<file path="src/rtl/piso_16x1_pkg.sv">
// piso_16x1_pkg: FSM state encoding and the width helper shared by the serializer and its interface.
package piso_16x1_pkg;
    typedef enum logic [1:0] {
        S_IDLE  = 2'd0,
        S_SHIFT = 2'd1,
        S_DONE  = 2'd2
    } state_t;

    function automatic int clog2(input int v);
        int r;
        r = 0;
        while ((1 << r) < v) r++;
        return r;
    endfunction
endpackage

</file>
<file path="src/rtl/piso_16x1_if.sv">
// piso_16x1_if: load/word side and serial output side of the serializer.
interface piso_16x1_if #(parameter int WIDTH = 16);
    localparam int LEN_W = piso_16x1_pkg::clog2(WIDTH);
    logic             ce;
    logic             load;
    logic [WIDTH-1:0] d;
    logic [LEN_W-1:0] len;
    logic             so;
    logic             so_vld;
    logic             busy;
    logic             done;
    logic             ovr;
    modport master (output ce, load, d, len, input so, so_vld, busy, done, ovr);
    modport slave  (input ce, load, d, len, output so, so_vld, busy, done, ovr);
endinterface

</file>
<file path="src/rtl/piso_16x1.sv">
// piso_16x1: loads a word and shifts out LEN+1 bits on CE edges, framed by so_vld, ending with a done pulse.
module piso_16x1
    import piso_16x1_pkg::*;
#(
    parameter int   WIDTH     = 16,
    parameter bit   MSB_FIRST = 1'b1,
    parameter logic IDLE_LVL  = 1'b0
) (
    input logic        clk,
    input logic        rstn,
    piso_16x1_if.slave bus
);
    localparam int LEN_W = clog2(WIDTH);

    state_t           state_q, state_d;
    logic [WIDTH-1:0] sr_q, sr_d;
    logic [LEN_W-1:0] cnt_q, cnt_d;
    logic             so_q, so_d;
    logic             so_vld_q, so_vld_d;
    logic             busy_q, busy_d;
    logic             done_q, done_d;
    logic             ovr_q, ovr_d;

    always_comb begin
        state_d  = state_q;
        sr_d     = sr_q;
        cnt_d    = cnt_q;
        so_d     = so_q;
        so_vld_d = so_vld_q;
        busy_d   = busy_q;
        done_d   = 1'b0;
        ovr_d    = bus.ce && bus.load && (state_q == S_SHIFT || state_q == S_DONE);
        case (state_q)
            S_IDLE: if (bus.ce && bus.load) begin
                sr_d     = bus.d;
                cnt_d    = (32'(bus.len) > WIDTH - 1) ? LEN_W'(WIDTH - 1) : bus.len;
                so_d     = MSB_FIRST ? bus.d[WIDTH-1] : bus.d[0];
                so_vld_d = 1'b1;
                busy_d   = 1'b1;
                state_d  = S_SHIFT;
            end
            S_SHIFT: if (bus.ce) begin
                // sr keeps the current bit at the output end; the next bit sits one place behind it
                if (cnt_q != '0) begin
                    cnt_d = cnt_q - LEN_W'(1);
                    sr_d  = MSB_FIRST ? sr_q << 1 : sr_q >> 1;
                    so_d  = MSB_FIRST ? sr_q[WIDTH-2] : sr_q[1];
                end else begin
                    so_d     = IDLE_LVL;
                    so_vld_d = 1'b0;
                    done_d   = 1'b1;
                    state_d  = S_DONE;
                end
            end
            S_DONE: begin
                busy_d  = 1'b0;
                state_d = S_IDLE;
            end
            default: begin
                state_d  = S_IDLE;
                sr_d     = '0;
                cnt_d    = '0;
                so_d     = IDLE_LVL;
                so_vld_d = 1'b0;
                busy_d   = 1'b0;
                ovr_d    = 1'b0;
            end
        endcase
    end

    always_ff @(posedge clk) begin
        if (!rstn) begin
            state_q  <= S_IDLE;
            sr_q     <= '0;
            cnt_q    <= '0;
            so_q     <= IDLE_LVL;
            so_vld_q <= 1'b0;
            busy_q   <= 1'b0;
            done_q   <= 1'b0;
            ovr_q    <= 1'b0;
        end else begin
            state_q  <= state_d;
            sr_q     <= sr_d;
            cnt_q    <= cnt_d;
            so_q     <= so_d;
            so_vld_q <= so_vld_d;
            busy_q   <= busy_d;
            done_q   <= done_d;
            ovr_q    <= ovr_d;
        end
    end

    assign bus.so     = so_q;
    assign bus.so_vld = so_vld_q;
    assign bus.busy   = busy_q;
    assign bus.done   = done_q;
    assign bus.ovr    = ovr_q;
endmodule

</file>
<file path="src/flat_wrapper.sv">
// flat-port wrapper written by rule: the top's interface ports become plain ports
module piso_16x1_flat import piso_16x1_pkg::*;
#(
    parameter int   WIDTH     = 16,
    parameter bit   MSB_FIRST = 1'b1,
    parameter logic IDLE_LVL  = 1'b0
)
  (clk, rstn, bus_ce, bus_load, bus_d, bus_len, bus_so, bus_so_vld, bus_busy, bus_done, bus_ovr);
  piso_16x1_if #(.WIDTH(WIDTH)) bus_i ();
  input logic clk;
  input logic rstn;
  input wire logic [$bits(bus_i.ce)-1:0] bus_ce;
  input wire logic [$bits(bus_i.load)-1:0] bus_load;
  input wire logic [$bits(bus_i.d)-1:0] bus_d;
  input wire logic [$bits(bus_i.len)-1:0] bus_len;
  output wire logic [$bits(bus_i.so)-1:0] bus_so;
  output wire logic [$bits(bus_i.so_vld)-1:0] bus_so_vld;
  output wire logic [$bits(bus_i.busy)-1:0] bus_busy;
  output wire logic [$bits(bus_i.done)-1:0] bus_done;
  output wire logic [$bits(bus_i.ovr)-1:0] bus_ovr;
  assign bus_i.ce = bus_ce;
  assign bus_i.load = bus_load;
  assign bus_i.d = bus_d;
  assign bus_i.len = bus_len;
  assign bus_so = bus_i.so;
  assign bus_so_vld = bus_i.so_vld;
  assign bus_busy = bus_i.busy;
  assign bus_done = bus_i.done;
  assign bus_ovr = bus_i.ovr;
  piso_16x1 #(.WIDTH(WIDTH), .MSB_FIRST(MSB_FIRST), .IDLE_LVL(IDLE_LVL)) u_core (.clk(clk), .rstn(rstn), .bus(bus_i));
endmodule
</file>
<file path="config.mk">
export PLATFORM = sky130hd
export DESIGN_NAME = piso_16x1_flat
export DESIGN_NICKNAME = d
export VERILOG_FILES = /design/src/rtl/piso_16x1_pkg.sv /design/src/rtl/piso_16x1_if.sv /design/src/rtl/piso_16x1.sv /design/src/flat_wrapper.sv
export SDC_FILE = /design/constraint.sdc
export NUM_CORES = 1
export LEC_CHECK = 0
export BUFFER_PORTS_ARGS = -buffer_cell sky130_fd_sc_hd__buf_4
export CORE_MARGIN = 2
export CORE_UTILIZATION = 51
export CTS_BUF_LIST = sky130_fd_sc_hd__clkbuf_8
export DETAILED_ROUTE_END_ITERATION = 6
export PLACE_DENSITY = 0.85
export SETUP_SLACK_MARGIN = 0.02
export SKIP_LAST_GASP = 1
export SYNTH_ARGS = -nofsm -noshare
export SYNTH_HDL_FRONTEND = slang
export SYNTH_SLANG_ARGS = --single-unit
</file>
<file path="constraint.sdc">
create_clock -name clk -period 2.3 [get_ports clk]
set_input_delay 0 -clock clk [delete_from_list [all_inputs] [get_ports clk]]
set_output_delay 0 -clock clk [all_outputs]
set_load 0.02 [all_outputs]
</file>
### Yosys cells after proc, flatten, opt, wreduce, memory -nomap -nowiden

Index checks and enable logic that the tools add are counted.
W data, S select, Z words.

* $add $sub $neg: 1
* equal/unequal tests: 6
* muxes and demuxes: 22
* bitwise operators: 2
* reduce and logical (&&, ||, !) cells: 13

Operator list (count)
* $mux W15: 3
* $pmux W15 S3: 1
* $mux W4: 3
* $pmux W4 S3: 1
* $reduce_and A3 Y1: 3
* $reduce_and A4 Y1: 2
* $mux W1: 7
* $mux W2: 3
* $ne A2 B2 Y1 const B: 3
* $pmux W1 S3: 2
* $pmux W2 S2: 1
* $reduce_and A2 Y1: 2
* $reduce_bool A4 Y1: 1
* $sub A4 B1 Y4 const B: 1
* $reduce_or A3 Y1: 1
* $eq A2 B1 Y1 const B: 1
* $eq A2 B2 Y1 const B: 1
* $logic_and A1 B1 Y1: 2
* $logic_not A2 Y1: 1
* $ne A2 B1 Y1 const B: 1
* $not A1 Y1: 2
* $pmux W1 S2: 1
* $logic_or A1 B1 Y1: 1

* register bits after elaboration: 26
* input port bits: 24
* output and inout port bits: 5
* word-level logic and storage cells: 52

### Depth between registers and ports, before layout

* word-level depth: 4
* mapped depth: 8
* depth with buffers taken out: 6

### Least setup slack after synthesis

No wires, ideal clock.

* path type: reg2reg
* from: register u_core.state_q[1]
* to: register u_core.cnt_q[0]
* setup time: 0.116 ns
* arrival: 1.743 ns
* required time: 2.184 ns
* slack: 0.441 ns
* stages on the path, launching flop included: 9
* buffers on the path: 2
* clock period less this slack: 1.859 ns
* cell sequence: dfxtp_1 -> inv_1 -> ha_1 -> buf_6 -> nor2b_1 -> a2111oi_4 -> buf_6 -> nand2_1 -> o211a_1

* longest elaborated chain between the ends: 3
* elaborated cells on any way between the ends: 9
* those cells by class: eq/ne: 5; mux: 1; bitwise: 1; reduce/logical: 2

Ends and longest elaborated chain
* start: declaration: RTL line piso_16x1.sv:15 `state_t state_q, state_d;`
* start signal: assignment: RTL line piso_16x1.sv:82 `state_q <= state_d;`
* $eq A2 B1 Y1, or another cell as far along: RTL line piso_16x1.sv:33 `case (state_q)`
* $ne A2 B2 Y1 (no source line), or another cell as far along
* $reduce_and A4 Y1 (no source line)
* end signal: assignment: RTL line piso_16x1.sv:84 `cnt_q <= cnt_d;`
* end: declaration: RTL line piso_16x1.sv:17 `logic [LEN_W-1:0] cnt_q, cnt_d;`

Parallel ways exist; a longest one is shown, timed or not.
A chain may end at the register's enable or synchronous reset.

### Worst setup path in the final report

* from: register u_core.cnt_q[0]
* to: register u_core.state_q[0]

* longest elaborated chain between the ends: 3

Ends and longest elaborated chain
* $reduce_bool A4 Y1: RTL line piso_16x1.sv:44 `if (cnt_q != '0) begin`
* $ne A2 B2 Y1 (no source line)
* $reduce_and A3 Y1 (no source line)

Every way passes these cells.

==> key figures <==
Run status
  • Status: complete, no violations

Timing
  • Worst Tran Pin Value: roughly 0.50 ns
  • Final Slew Violations: 0
  • Final Hold Vio Count: 0
  • Worst Skew: 0.003077 ns
  • Fin crit share: between 80% and 90%
  • Shortest period the worst path allows: ~1.9 ns
  • Highest Clock Rate: 0.5194 GHz
  • Sum Neg Setup Slack: 0 ns
  • Unrepaired setup endpoints after global routing: no
  • Final setup violating endpoints: 0
  • Max transition margin: approximately two thirds

Clocking
  • CTS Root Cell: clkbuf_8
  • CTS tree: done
  • Skew-Pair Late Insertion Delay: between 0.2 and 0.3 ns
  • CTS H-tree depth: 1
  • Post-CTS Setup Repair Bufs: 0
  • Resize count post-CTS: 0
  • CTS buffer count: 3
  • Clock sink total: 26
  • Reg clk slew, reported paths: 0.09 ns
  • CTS max path bufs: 2

Layout
  • Nets: 195
  • Share of layout cells above drive strength 1: 26.22%
  • Most common library cell in the layout ignoring fill and taps: buf_4
  • Most frequent cells in the layout: buf_4, dfxtp_1, nand2_1
  • # diodes: 0
  • Area Overhead vs Synth: 22.90%

Route
  • First-pass DRT Iterations: 4
  • Remaining antenna violation count: 0
  • WL final: 2.785 mm
  • Drt initial violations: 22
  • Via count: 1,136
  • Vias per cell: 5.856
  • Wirelength per Cell: ~14 um
  • DRC Markers: 0

Die
  • I/O pin cnt: 29
  • Total core area: 2455 um2
  • Die height: 54.71 um
  • Die width: 54.71 um
  • Full die area: 2993 um2
  • Row cnt: 18
  • Initial Util: 53.41%

Synthesis
  • Mapped Area: 1311 um2
  • Yosys top cell by area: dfxtp_1
  • Ys Warns: 0
  • Syn nets: 165
  • Syn Area/Cell: 9.713 um2
  • Share of the synthesized area in the top cell type: 39.69%
  • Seq/Total Area, Yosys: 39.69%
  • Largest cells by area after synthesis: dfxtp_1, o211a_1, a22oi_1, nand2_1, ha_1
  • Number of distinct library cells after synthesis: 34
  • Register bit total from synthesis: 26
  • Syn Inst Count: between 100 and 150

Worst hold path
  • Hold Path Depth: 2
  • Worst hold path type: input pin to register

Setup path
  • CP endpoint kind: register
  • Reg2Reg Depth: 6
  • Required time worst endpoint: 2.47 ns
  • Worst-path maximum fanout: 3
  • CP Data Arrival Time: 2.09 ns
  • Crit path kind: register to register
  • Startpoint type of the worst setup path: register

Global route
  • Antenna violations before repair: 0
  • Global-route wire length before repair: 4.540 mm
  • Largest net degree at the start of global routing: 31
  • Gr usage total: roughly 22%
  • Gr ovfl total: 0
  • Vias in the first global route: 1,027

Flow run
  • Max cap viols: 0

Power
  • Max IR drop VDD: just under 900 uV
  • Static Leak: ~0.00085 uW
  • Pwr per Cell Area: ~1200 nW/um2
  • Pwr Total: 1973 uW

Place
  • Hpwl dp: roughly 2 mm
  • PortBufs: 28
  • Routability cong.: ~0.81
kinds of logic (layout without fill, tap and decap cells):
kind of cell	Yosys count	after routing	share of synthesized area, %
AO/OA/AOI/OAI	48	48	32.44
multiplexers	1	1	0.7634
XOR/XNOR	1	1	0.6681
AND/OR/NAND/NOR	35	35	13.07
adder cells (fa/ha/maj)	6	6	5.725
buffers and inverters	18	47	7.633
flip-flops	26	26	39.69
per-stage QoR:
step / setup slack [ns] / std cells / utilization [%] / cell area, um2 / hold slack (ns)
global route: 0.2151 / 194 / 65.65 / 1612 / 0.03106
global placement: 0.4759 / 187 / 62.18 / 1526 / 0.2616
floorplan: 0.4411 / 135 / - / 1311 / 0.1419
CTS: 0.3716 / 194 / 65.65 / 1612 / 0.02912
finish: 0.3747 / 194 / 65.65 / 1612 / 0.03668
detailed placement: 0.3953 / 187 / 62.18 / 1526 / 0.2609
Yosys cell counts:
master	count
nand2b_1	1
and4bb_4	1
nand2_1	22
a221oi_1	1
o2bb2ai_1	1
inv_1	6
xor2_1	1
a32oi_1	1
o21ai_0	2
a22oi_1	16
and3_1	2
nor3_1	1
a32o_1	1
o221a_2	1
a41o_1	1
or3b_1	1
a31o_2	1
o22ai_1	1
buf_6	4
buf_2	2
a21oi_1	2
o211a_1	16
ha_1	6
dfxtp_1	26
o21ai_1	1
nand3b_1	1
o211ai_1	1
a211oi_2	1
nor2b_1	2
nand4_1	2
nor2_1	2
clkbuf_1	6
a2111oi_4	1
mux2i_1	1
final cells by class:
class	count	area [um2]
Fill cell	199	843.3
Multi-Input combinational cell	91	690.7
Sequential cell	26	520.5
Timing Repair Buffer	37	285.3
Clock buffer	4	55.05
Tap cell	30	37.54
Inverter	6	22.52
state kept, by name (all words and copies together) (netlist names):
signal / cells
u_core.cnt_q: 4
u_core.state_q: 2
u_core.bus.done: 1
u_core.bus.so_vld: 1
u_core.sr_q: 15
u_core.bus.ovr: 1
u_core.bus.busy: 1
u_core.bus.so: 1
critical path, cell delays in order, from the launching register on:
cell and delay [ns]:
dfxtp_1 0.33, inv_1 0.10, ha_1 0.18, or3b_1 0.40
a221oi_1 0.52, mux2i_1 0.24, nor2b_1 0.05
timing repair:
action | 4_1_cts | 5_1_grt
setup endpoints to repair | 0 | 0
hold buffers | 3 | 0
hold endpoints to repair | 2 | 0
report_power, final:
part	leakage (uW)	switching, uW	internal, uW
Combinational	0.000604	509	438
Clock	0.0000288	139	153
Sequential	0.000214	111	623
Total	0.000847	759	1210
worst paths after layout:
check	start	end	slack, ns
setup / recovery	u_core.cnt_q[0]	u_core.state_q[0]	0.37
hold / removal	bus_ce	u_core.bus.done	0.04
setup reg to reg	u_core.cnt_q[0]	u_core.state_q[0]	0.37
hold reg to reg	u_core.sr_q[0]	u_core.sr_q[0]	0.46
layer usage:
metal / track usage [%] / up-vias / wire, um
met5: 0 / - / 0
met2: 33.53 / 33 / 1346
met1: 28.04 / 541 / 1254
met3: 3.825 / 5 / 136
li1: - / 557 / -
met4: 11.67 / 0 / 47
No activity file was read; power rests on OpenSTA's default activity.
